### config.mk
export PLATFORM = sky130hd
export DESIGN_NAME = hilo_mdu
export DESIGN_NICKNAME = d
export VERILOG_FILES = /design/src/rtl/hilo_mdu.sv
export SDC_FILE = /design/constraint.sdc
export NUM_CORES = 1
export LEC_CHECK = 0
export CAP_MARGIN = 10
export CELL_PAD_IN_SITES_DETAIL_PLACEMENT = 0
export CELL_PAD_IN_SITES_GLOBAL_PLACEMENT = 1
export CORE_ASPECT_RATIO = 1.1
export CORE_MARGIN = 1.5
export CORE_UTILIZATION = 48
export DETAILED_ROUTE_END_ITERATION = 16
export PLACE_DENSITY = 0.9
export SYNTH_ARGS = -nofsm -noshare
export SYNTH_HDL_FRONTEND = slang
export SYNTH_SLANG_ARGS = --single-unit
### constraint.sdc
create_clock -name clk -period 5.3 [get_ports clk]
set_input_delay 1.06 -clock clk [delete_from_list [all_inputs] [get_ports clk]]
set_output_delay 1.06 -clock clk [all_outputs]
set_load 0.005 [all_outputs]
### src/rtl/hilo_mdu.sv
// hilo_mdu: iterative multiply/divide unit holding the architectural HI/LO
// registers. One radix-2 step per clock on a 2*XLEN accumulator.
//
// state  | meaning
// -------+----------------------------------------------------------------
// IDLE   | waiting for start; MTHI/MTLO writes accepted here only
// CALC   | XLEN shift-add (multiply) or restoring shift-subtract (divide)
// FINISH | sign fix-up, write HI/LO, pulse done (and div_zero)
module hilo_mdu #(
  parameter int XLEN = 32
) (
  input  logic            clk,
  input  logic            reset_n,
  input  logic            start,
  input  logic [1:0]      op,
  input  logic [XLEN-1:0] src_a,
  input  logic [XLEN-1:0] src_b,
  input  logic            hi_we,
  input  logic            lo_we,
  output logic            busy,
  output logic            done,
  output logic            div_zero,
  output logic [XLEN-1:0] hi,
  output logic [XLEN-1:0] lo
);

  localparam int CW = $clog2(XLEN);
  localparam logic [CW-1:0] CNT_LAST = CW'(XLEN - 1);

  typedef enum logic [1:0] {IDLE, CALC, FINISH} state_t;

  state_t            state;
  logic              is_div;
  logic              sign_a;
  logic              sign_b;
  logic              b_zero;
  logic [XLEN-1:0]   a_mag;
  logic [XLEN-1:0]   b_mag;
  logic [2*XLEN-1:0] acc;
  logic [CW-1:0]     cnt;

  // operand conditioning at launch
  logic            in_signed;
  logic            in_sa;
  logic            in_sb;
  logic [XLEN-1:0] in_amag;
  logic [XLEN-1:0] in_bmag;

  // per-iteration datapath
  logic [XLEN:0]     mul_sum;
  logic [2*XLEN-1:0] mul_next;
  logic [XLEN:0]     div_rem;
  logic              div_ge;
  logic [XLEN-1:0]   div_diff;
  logic [2*XLEN-1:0] div_next;

  // final fix-up
  logic [2*XLEN-1:0] prod_fix;
  logic [XLEN-1:0]   quot_fix;
  logic [XLEN-1:0]   rem_fix;
  logic [XLEN-1:0]   fin_hi;
  logic [XLEN-1:0]   fin_lo;

  assign busy = (state != IDLE);

  // Magnitudes and signs of the incoming operands; unsigned ops keep signs at 0.
  always_comb begin
    in_signed = ~op[0];
    in_sa     = in_signed & src_a[XLEN-1];
    in_sb     = in_signed & src_b[XLEN-1];
    in_amag   = in_sa ? -src_a : src_a;
    in_bmag   = in_sb ? -src_b : src_b;
  end

  // One radix-2 step for both operations; the FSM picks the one in use.
  always_comb begin
    mul_sum  = {1'b0, acc[2*XLEN-1:XLEN]} + (acc[0] ? {1'b0, a_mag} : '0);
    mul_next = {mul_sum, acc[XLEN-1:1]};
    // partial remainder after the left shift needs one extra bit
    div_rem  = acc[2*XLEN-1:XLEN-1];
    div_ge   = (div_rem >= {1'b0, b_mag});
    // when div_ge holds the true difference is below b_mag, so XLEN bits suffice
    div_diff = div_rem[XLEN-1:0] - b_mag;
    div_next = div_ge ? {div_diff, acc[XLEN-2:0], 1'b1}
                      : {acc[2*XLEN-2:0], 1'b0};
  end

  // Sign correction and the divide-by-zero result that goes into HI/LO.
  always_comb begin
    prod_fix = (sign_a ^ sign_b) ? -acc : acc;
    quot_fix = (sign_a ^ sign_b) ? -acc[XLEN-1:0] : acc[XLEN-1:0];
    rem_fix  = sign_a ? -acc[2*XLEN-1:XLEN] : acc[2*XLEN-1:XLEN];
    if (!is_div) begin
      fin_hi = prod_fix[2*XLEN-1:XLEN];
      fin_lo = prod_fix[XLEN-1:0];
    end else if (b_zero) begin
      // re-applying the sign to the magnitude restores the original src_a
      fin_hi = sign_a ? -a_mag : a_mag;
      fin_lo = '1;
    end else begin
      fin_hi = rem_fix;
      fin_lo = quot_fix;
    end
  end

  // Control FSM, iteration counter, accumulator and HI/LO registers.
  always_ff @(posedge clk or negedge reset_n) begin
    if (!reset_n) begin
      state    <= IDLE;
      is_div   <= 1'b0;
      sign_a   <= 1'b0;
      sign_b   <= 1'b0;
      b_zero   <= 1'b0;
      a_mag    <= '0;
      b_mag    <= '0;
      acc      <= '0;
      cnt      <= '0;
      done     <= 1'b0;
      div_zero <= 1'b0;
      hi       <= '0;
      lo       <= '0;
    end else begin
      done     <= 1'b0;
      div_zero <= 1'b0;
      case (state)
        IDLE: begin
          if (hi_we) hi <= src_a;
          if (lo_we) lo <= src_a;
          if (start) begin
            is_div <= op[1];
            sign_a <= in_sa;
            sign_b <= in_sb;
            b_zero <= (src_b == '0);
            a_mag  <= in_amag;
            b_mag  <= in_bmag;
            // dividend sits in the low half for divide, multiplier for multiply
            acc    <= {{XLEN{1'b0}}, (op[1] ? in_amag : in_bmag)};
            cnt    <= CNT_LAST;
            state  <= CALC;
          end
        end
        CALC: begin
          acc <= is_div ? div_next : mul_next;
          if (cnt == '0) state <= FINISH;
          else           cnt   <= cnt - 1'b1;
        end
        FINISH: begin
          hi       <= fin_hi;
          lo       <= fin_lo;
          done     <= 1'b1;
          div_zero <= is_div & b_zero;
          state    <= IDLE;
        end
        default: state <= IDLE;
      endcase
    end
  end

endmodule

# After elaboration in Yosys (flattened, before gate mapping)
# Index checks and enable logic that the tools add are counted.
[totals]
reg_bits = 205
inputBits = 71
output_inout_bits = 67
word_cells = 75
[op_classes]
n_addsub = 9
magnitude_cmp = 1
n_eq_ne = 7
n_mux = 28
bitwise = 5
reduce_logical = 12
[op_table]
columns = ["op", "n"]
rows = [
  ["$mux W32", 13],
  ["$mux W64", 4],
  ["$neg A32 Y32", 5],
  ["$pmux W32 S2", 2],
  ["$pmux W64 S2", 1],
  ["$neg A64 Y64", 1],
  ["$add A32 B32 Y33", 1],
  ["$ge A33 B32 Y1", 1],
  ["$logic_not A32 Y1", 1],
  ["$sub A32 B32 Y32", 1],
  ["$mux W5", 2],
  ["$ne A2 B2 Y1 const B", 5],
  ["$pmux W5 S2", 1],
  ["$reduce_and A2 Y1", 5],
  ["$reduce_bool A2 Y1", 3],
  ["$logic_not A5 Y1", 1],
  ["$sub A5 B1 Y5 const B", 1],
  ["$mux W2", 2],
  ["$pmux W2 S2", 1],
  ["$and A1 B1 Y1", 3],
  ["$reduce_and A3 Y1", 1],
  ["$eq A2 B1 Y1 const B", 1],
  ["$eq A2 B2 Y1 const B", 1],
  ["$logic_not A2 Y1", 1],
  ["3 further kinds", 4],
]

# Depth between registers and ports, before layout
[logic_depth]
depth_word = 6
ltp_mapped = 15
depth_no_buf = 14

# Worst setup path before layout
# No wires, ideal clock.
[synth_timing]
path_kind = "register to register"
startpoint = "reg acc[33]"
endpoint = "reg hi[22]"
setup_time_ns = 0.082
t_arrival_ns = 3.420
required_ns = 5.218
setup_slack_ns = 1.798
stages_incl_launch_ff = 12
path_buffers = 0
synth_period_minus_slack_ns = 3.502
path_cell_list = "dfrtp_1 inv_1 ha_1 or3b_4 or4b_4 or4_4 or3_4 or4_4 nand2_1 xnor2_1 o221ai_2 o22ai_1"
[synth_between]
elab_chain_cells = 5
word_cells_on_any_way = 7
classes_between = "2 x add/sub; 5 x mux"
[synth_rtl]
columns = ["item", "line", "text"]
rows = [
  ["start: declaration", "39", "logic [2*XLEN-1:0] acc;"],
  ["start signal: assignment", "137", "acc <= {{XLEN{1'b0}}, (op[1] ? in_amag : in_bmag)};"],
  ["start signal: assignment", "143", "acc <= is_div ? div_next : mul_next;"],
  ["$neg A32 Y32", "92", "rem_fix = sign_a ? -acc[2*XLEN-1:XLEN] : acc[2*XLEN-1:XLEN];"],
  ["$mux W32", "92", ""],
  ["$mux W32", "96", "end else if (b_zero) begin"],
  ["$mux W32 (*)", "93", "if (!is_div) begin"],
  ["$pmux W32 S2 (*)", "125", "case (state)"],
  ["end signal: assignment", "127", "if (hi_we) hi <= src_a;"],
  ["end signal: assignment", "148", "hi <= fin_hi;"],
  ["end: declaration", "23", "output logic [XLEN-1:0] hi,"],
]
# Every way passes the cells marked *; elsewhere a longest branch is shown, timed or not.
# A chain may end at the register's enable or synchronous reset.

# Worst setup path in the final report
# Ends and elaborated chain as after synthesis.

==> results.md <==
* Run status: complete, no violations
* Die Y at 203 um
* Filler cell count at 3498
* Register area share after synthesis at 29.4%
* Minimum clock period after layout at 3.97 ns
* Antenna-violating nets left at 0
* Yosys top cell by area: dfrtp_1
* Maximum VDD drop at 0.000314 V
* Area Overhead vs Synth at 13.5%
* Multi-input logic area at 11300 sq um
* Gr usage total at 34.8%
* Syn nets at 2360
* Power Density at 719 nW/um^2
* CP Max Fanout at 7
* Vias/cell at 6.22
* Hold Fails Final Rpt at 0
* Lkg Pwr at 8.11 nW
* Hold-fix buffers, CTS at 0
* Core box area at 36000 sq um
* Post-CTS setup buffers at 0
* Clock Sinks at a little over 200
* Slew Limit Fails at 0
* CTS tree: yes
* Router iterations before antenna repair at 6
* Max-cap violations at 0
* Syn avg cell area at roughly 7.9 sq um
* Final nets at 2398
* Most used DFF post-synth: dfrtp_1
* Post-synth EDFFs at 0
* Clock-pin slew on the worst setup and hold paths at about 0.060 ns
* Die Wd at 185 um
* CTS buffer count at 25
* CP Launch Type: flip-flop
* Synth unique cells at 87
* Worst min path class: reg -> reg
* Die area at ~37000 sq um
* Mapped Cells at roughly 2200
* WL/cell at between 20 and 25 um
* Largest net degree at the start of global routing at 86
* DRC viols at 0
* Rows at 73
* Longest Clk Path Bufs at 3
* Asr flop ratio synth at 100%
* Gr ovfl total at 0
* Synth top area cells: dfrtp_1 29%, o21ai_0 7.7%, xnor2_1 6.3%, nand2_1 5.6%, ha_1 5.1%
* Synth top area share at between 20% and 30%
* Slew HR at 25.3%
* CTS HTree Levels at 1
* FMAX at 0.252 GHz
* FF+latch count, synth at 205
* Top-count cell post-synth: o21ai_0
* Synth Cell Area at approximately 17000 sq um
* # port buffers at 137
* Vias in the first global route at 15640
* Synth top cells by count: 269 x o21ai_0, 258 x nand2_1, 205 x dfrtp_1
* First-pass GRT wire length at 98100 um
* CTS resizes at 0
* Total number of vias at between 15000 and 20000
* WL final at 65600 um
* Crit path DAT at 4.45 ns
* Ports at 138
* Register area at 5130 sq um
* RSZ-0062 raised after global routing: no
* Post-detail-place hpwl at about 51000 um
* Clk_lat worst skew at about 0.58 ns
* Yosys warns at 0
* # setup viols final at 0
* Ant. Diodes at 0
* CP Class: reg -> reg
* CTS Root Buffer Type: clkbuf_16
* Layout cells sized above 1 at around 5.4%
* Gp weighted congestion at between 0.9 and 1
* DRT iter0 DRCs at 1878
* Clk_skew at between 0.02 and 0.03 ns
* Power Total at between 10 and 15 mW
* Initial antenna violation count at 0
* Worst-Margin Slew at between 1 and 1.5 ns
* Initial Util at 48.4%
* Sum Neg Setup Slack at 0 ns
* Final worst path period share at 75.0%
* CP Capture Type: flip-flop
* CP Data Required Time at 5.78 ns
## layout by cell type, fill, tap and decap left out, types with 8 or more instances in the layout
cell / count
o21ai_0: 269
nand2_1: 257
dfrtp_1: 202
a21oi_1: 171
nor2_1: 168
clkdlybuf4s50_1: 135
xnor2_1: 124
xor2_1: 95
inv_1: 78
ha_1: 71
mux2i_1: 50
o31ai_1: 40
nor3_1: 36
and2_1: 35
o22ai_1: 34
buf_4: 30
a21o_1: 29
nand3_1: 26
clkbuf_16: 25
o211ai_1: 24
o221ai_1: 24
a22oi_1: 22
a31oi_1: 21
nand2b_1: 19
or3_1: 19
or4_1: 19
a211oi_1: 18
nand4_1: 17
nor4_1: 16
nor2b_1: 14
or2_2: 13
and3_1: 13
o41ai_1: 13
a221o_1: 8
## stage by stage
step	utilization [%]	worst slack (ns)	hold WS, ns	area (sq um)	std cells
final	55.0	1.33	0.478	19800	2758
after global routing	55.0	1.19	0.506	19800	2758
after CTS	54.9	1.38	0.482	19800	2757
after detailed placement	52.5	1.07	0.470	18900	2713
after global placement	52.5	1.08	0.462	18900	2713
after floorplan	-	1.80	0.450	17400	2216
## cell families (layout without fill, tap and decap cells)
logic type                 count (synthesis)  in the layout  synth area share [%]
muxes                                     58             58                  3.45
xor gates and xnor gates                 221            221                  11.1
AOI/OAI and AO/OA                        738            738                  25.9
and+or+nand+nor                          685            685                  18.6
buffers and inverters                    236            291                  6.19
adders and majority gates                 73             73                  5.33
DFF                                      205            205                  29.4
## critical path, cell delays in order, from the launching register on
cell and delay [ns]:
dfrtp_1 0.50, inv_1 0.24, ha_1 0.25, or3b_4 0.42
or4b_4 0.51, or4_4 0.54, or3_4 0.37, or4_4 0.50
nand2_1 0.10, xnor2_1 0.14, o221ai_2 0.12, o22ai_1 0.18
## sequential cells by signal, indices dropped and copies added (netlist names)
name	cells
sign_a	1
sign_b	1
cnt	5
is_div	1
b_mag	32
acc	64
done	1
a_mag	32
hi	32
b_zero	1
lo	32
div_zero	1
state	2
## report_power, final
| group | switching (mW) | leakage [nW] | total (mW) | internal [mW] |
|---|---|---|---|---|
| Clock | 0.760 | 0.427 | 1.81 | 1.05 |
| Sequential | 1.28 | 2.51 | 3.61 | 2.33 |
| Combinational | 5.02 | 5.18 | 8.80 | 3.77 |
| Total | 7.06 | 8.11 | 14.2 | 7.16 |
## cell type report
cell class | instances | share of cell area (%)
inverter | 78 | 1.48
sequential | 205 | 26.0
multi-input combinational | 1775 | 56.9
timing repair buffer | 169 | 8.30
clock inverter | 12 | 0.689
clock buffer | 32 | 3.60
tap | 487 | 3.08
## worst paths after layout
check,from,to,slack [ns],cells after the start
setup / recovery,acc[33],hi[22],1.33,11
hold / removal,lo[4],lo[4],0.48,2
setup reg to reg,acc[33],hi[22],1.33,11
hold reg to reg,lo[4],lo[4],0.48,2
max in group asynchronous,reset_n,hi[25],3.73,2
min in group asynchronous,reset_n,lo[21],0.49,1
## layer usage
metal | routed length, um | global-route usage (%)
met1 | 28700 | 49.5
met2 | 28500 | 52.8
met3 | 5110 | 3.71
met4 | 3320 | 16.4
met5 | 0 | 0
Power figures use the tool's default switching activity.
==> variant (same settings) <==
`XLEN`: 32 -> 16.
--- a/src/rtl/hilo_mdu.sv
+++ b/src/rtl/hilo_mdu.sv
@@ -7,7 +7,7 @@
 // CALC   | XLEN shift-add (multiply) or restoring shift-subtract (divide)
 // FINISH | sign fix-up, write HI/LO, pulse done (and div_zero)
 module hilo_mdu #(
-  parameter int XLEN = 32
+  parameter int XLEN = 16
 ) (
   input  logic            clk,
   input  logic            reset_n,
Ports: changed (resized hi, lo, src_a and src_b); port bits go from 138 to 74. The function was not compared with the original's and may differ.
==> variant against the original RTL <==
- routed wire length is 61% lower
- sequential cell count is 97 lower
- design area is 51% lower
- final cell count is 52% lower
- synthesized cell count is 53% lower
- non-clock buffer count is 88 lower
- worst setup slack better by 0.30 ns
- die area is 51% lower
- total power is 54% lower
- area after synthesis is 51% lower
- maximum frequency is 8.2% higher
==> variant: results (changes against the original RTL) <==
stage;metric;value;unit;change
status;status;finished clean;;unchanged
sta;clock-skew-final;0.00999;ns;was 0.0280 ns
detailed_routing;wl_met3;1440;um;was 5110 um
grt;grt_max_degree;61;;was 86
logic_synthesis;syn_avg_cell_area;8.10;sq um;was 7.86 sq um
detailed_routing;drt_first_pass_iters;5;;was 6
detailed_routing;drt_iter0_markers;715;;was 1878
power;worst_ir_drop_vdd;0.325;mV;was 0.314 mV
logic_synthesis;post_synth_xor_area_fraction;0.106;;was 0.111
power;power_density;679;nW/um^2;was 719 nW/um^2
grt;global_route.usage.total;0.282;;was 0.348
logic_synthesis;synth_cell_types;59;;was 87
clock_network;numCtsBuffers;9;;was 25
logic_synthesis;synth_fa_ha_area_frac;0.0606;;was 0.0533
place;place.detailed.hpwl;19500;um;was 50900 um
layout;final.fill_count;1703;;was 3498
worst_setup_path;critPathMaxFanout;29;;was 7
place;place_area;9330;sq um;was 18900 sq um
detailed_routing;route.layer.met1.wl;11400;um;was 28700 um
clock_network;max-clock-path-buffers;2;;was 3
grt;grt_use_met3;0.0405;;was 0.0371
power;power_switching_share;0.475;;was 0.497
layout;design.final.nets;1154;;was 2398
layout;largest_reg_flops;32;;was 64
layout;drive_gt1_frac;0.0417;;was 0.0542
place;place_ws;1.59;ns;was 1.07 ns
clock_network;cts_htree_levels;3;;was 1
grt;grt_use_met2;0.449;;was 0.528
sta;relSlewSlack;0.300;;was 0.253
logic_synthesis;cell_types_with_the_largest_area_share_after_synthesis;sky130_fd_sc_hd__dfrtp_1 (32%), sky130_fd_sc_hd__o21ai_0 (6.3%), sky130_fd_sc_hd__xnor2_1 (6.3%);;was sky130_fd_sc_hd__dfrtp_1 (29%), sky130_fd_sc_hd__o21ai_0 (7.7%), sky130_fd_sc_hd__xnor2_1 (6.3%)
## variant: cell count changes in the layout (fill, tap and decap cells not counted), sizes merged, moves of 23 or more
cell           delta
o21ai           -163
nand2           -129
a21oi           -109
dfrtp            -97
nor2             -91
xnor2            -64
clkdlybuf4s50    -63
xor2             -54
inv              -37
ha               -33
buf              -24
clkbuf           -23
o31ai            -23
## variant: critical path: stages, from the launching register on
cell                       delay (ns)
sky130_fd_sc_hd__dfrtp_1         0.58
sky130_fd_sc_hd__ha_1            0.32
sky130_fd_sc_hd__nor2b_1         0.14
sky130_fd_sc_hd__o31ai_1         0.42
sky130_fd_sc_hd__a211oi_1        0.18
sky130_fd_sc_hd__a211oi_1        0.53
sky130_fd_sc_hd__o21a_1          0.85
sky130_fd_sc_hd__o21ai_0         0.23
sky130_fd_sc_hd__a221o_1         0.32
## variant: final timing paths
kind                                 startpoint                     to  slack [ns]
min in group asynchronous               reset_n     hi[12]$_DFFE_PN0P_        0.77
setup reg to reg            acc[16]$_DFFE_PN0P_    acc[25]$_DFFE_PN0P_        1.63
hold reg to reg            b_mag[4]$_DFFE_PN0P_   b_mag[4]$_DFFE_PN0P_        0.48
max in group asynchronous               reset_n  b_mag[10]$_DFFE_PN0P_        3.32
setup / recovery            acc[16]$_DFFE_PN0P_    acc[25]$_DFFE_PN0P_        1.63
hold / removal             b_mag[4]$_DFFE_PN0P_   b_mag[4]$_DFFE_PN0P_        0.48
## variant: cell type report
class                           count  share of cell area
Multi-Input combinational cell    833               0.560
Antenna cell                        1            0.000260
Clock inverter                      6             0.00740
Tap cell                          234              0.0304
Sequential cell                   108               0.280
Clock buffer                       10              0.0238
Inverter                           42              0.0164
Timing Repair Buffer               81              0.0818
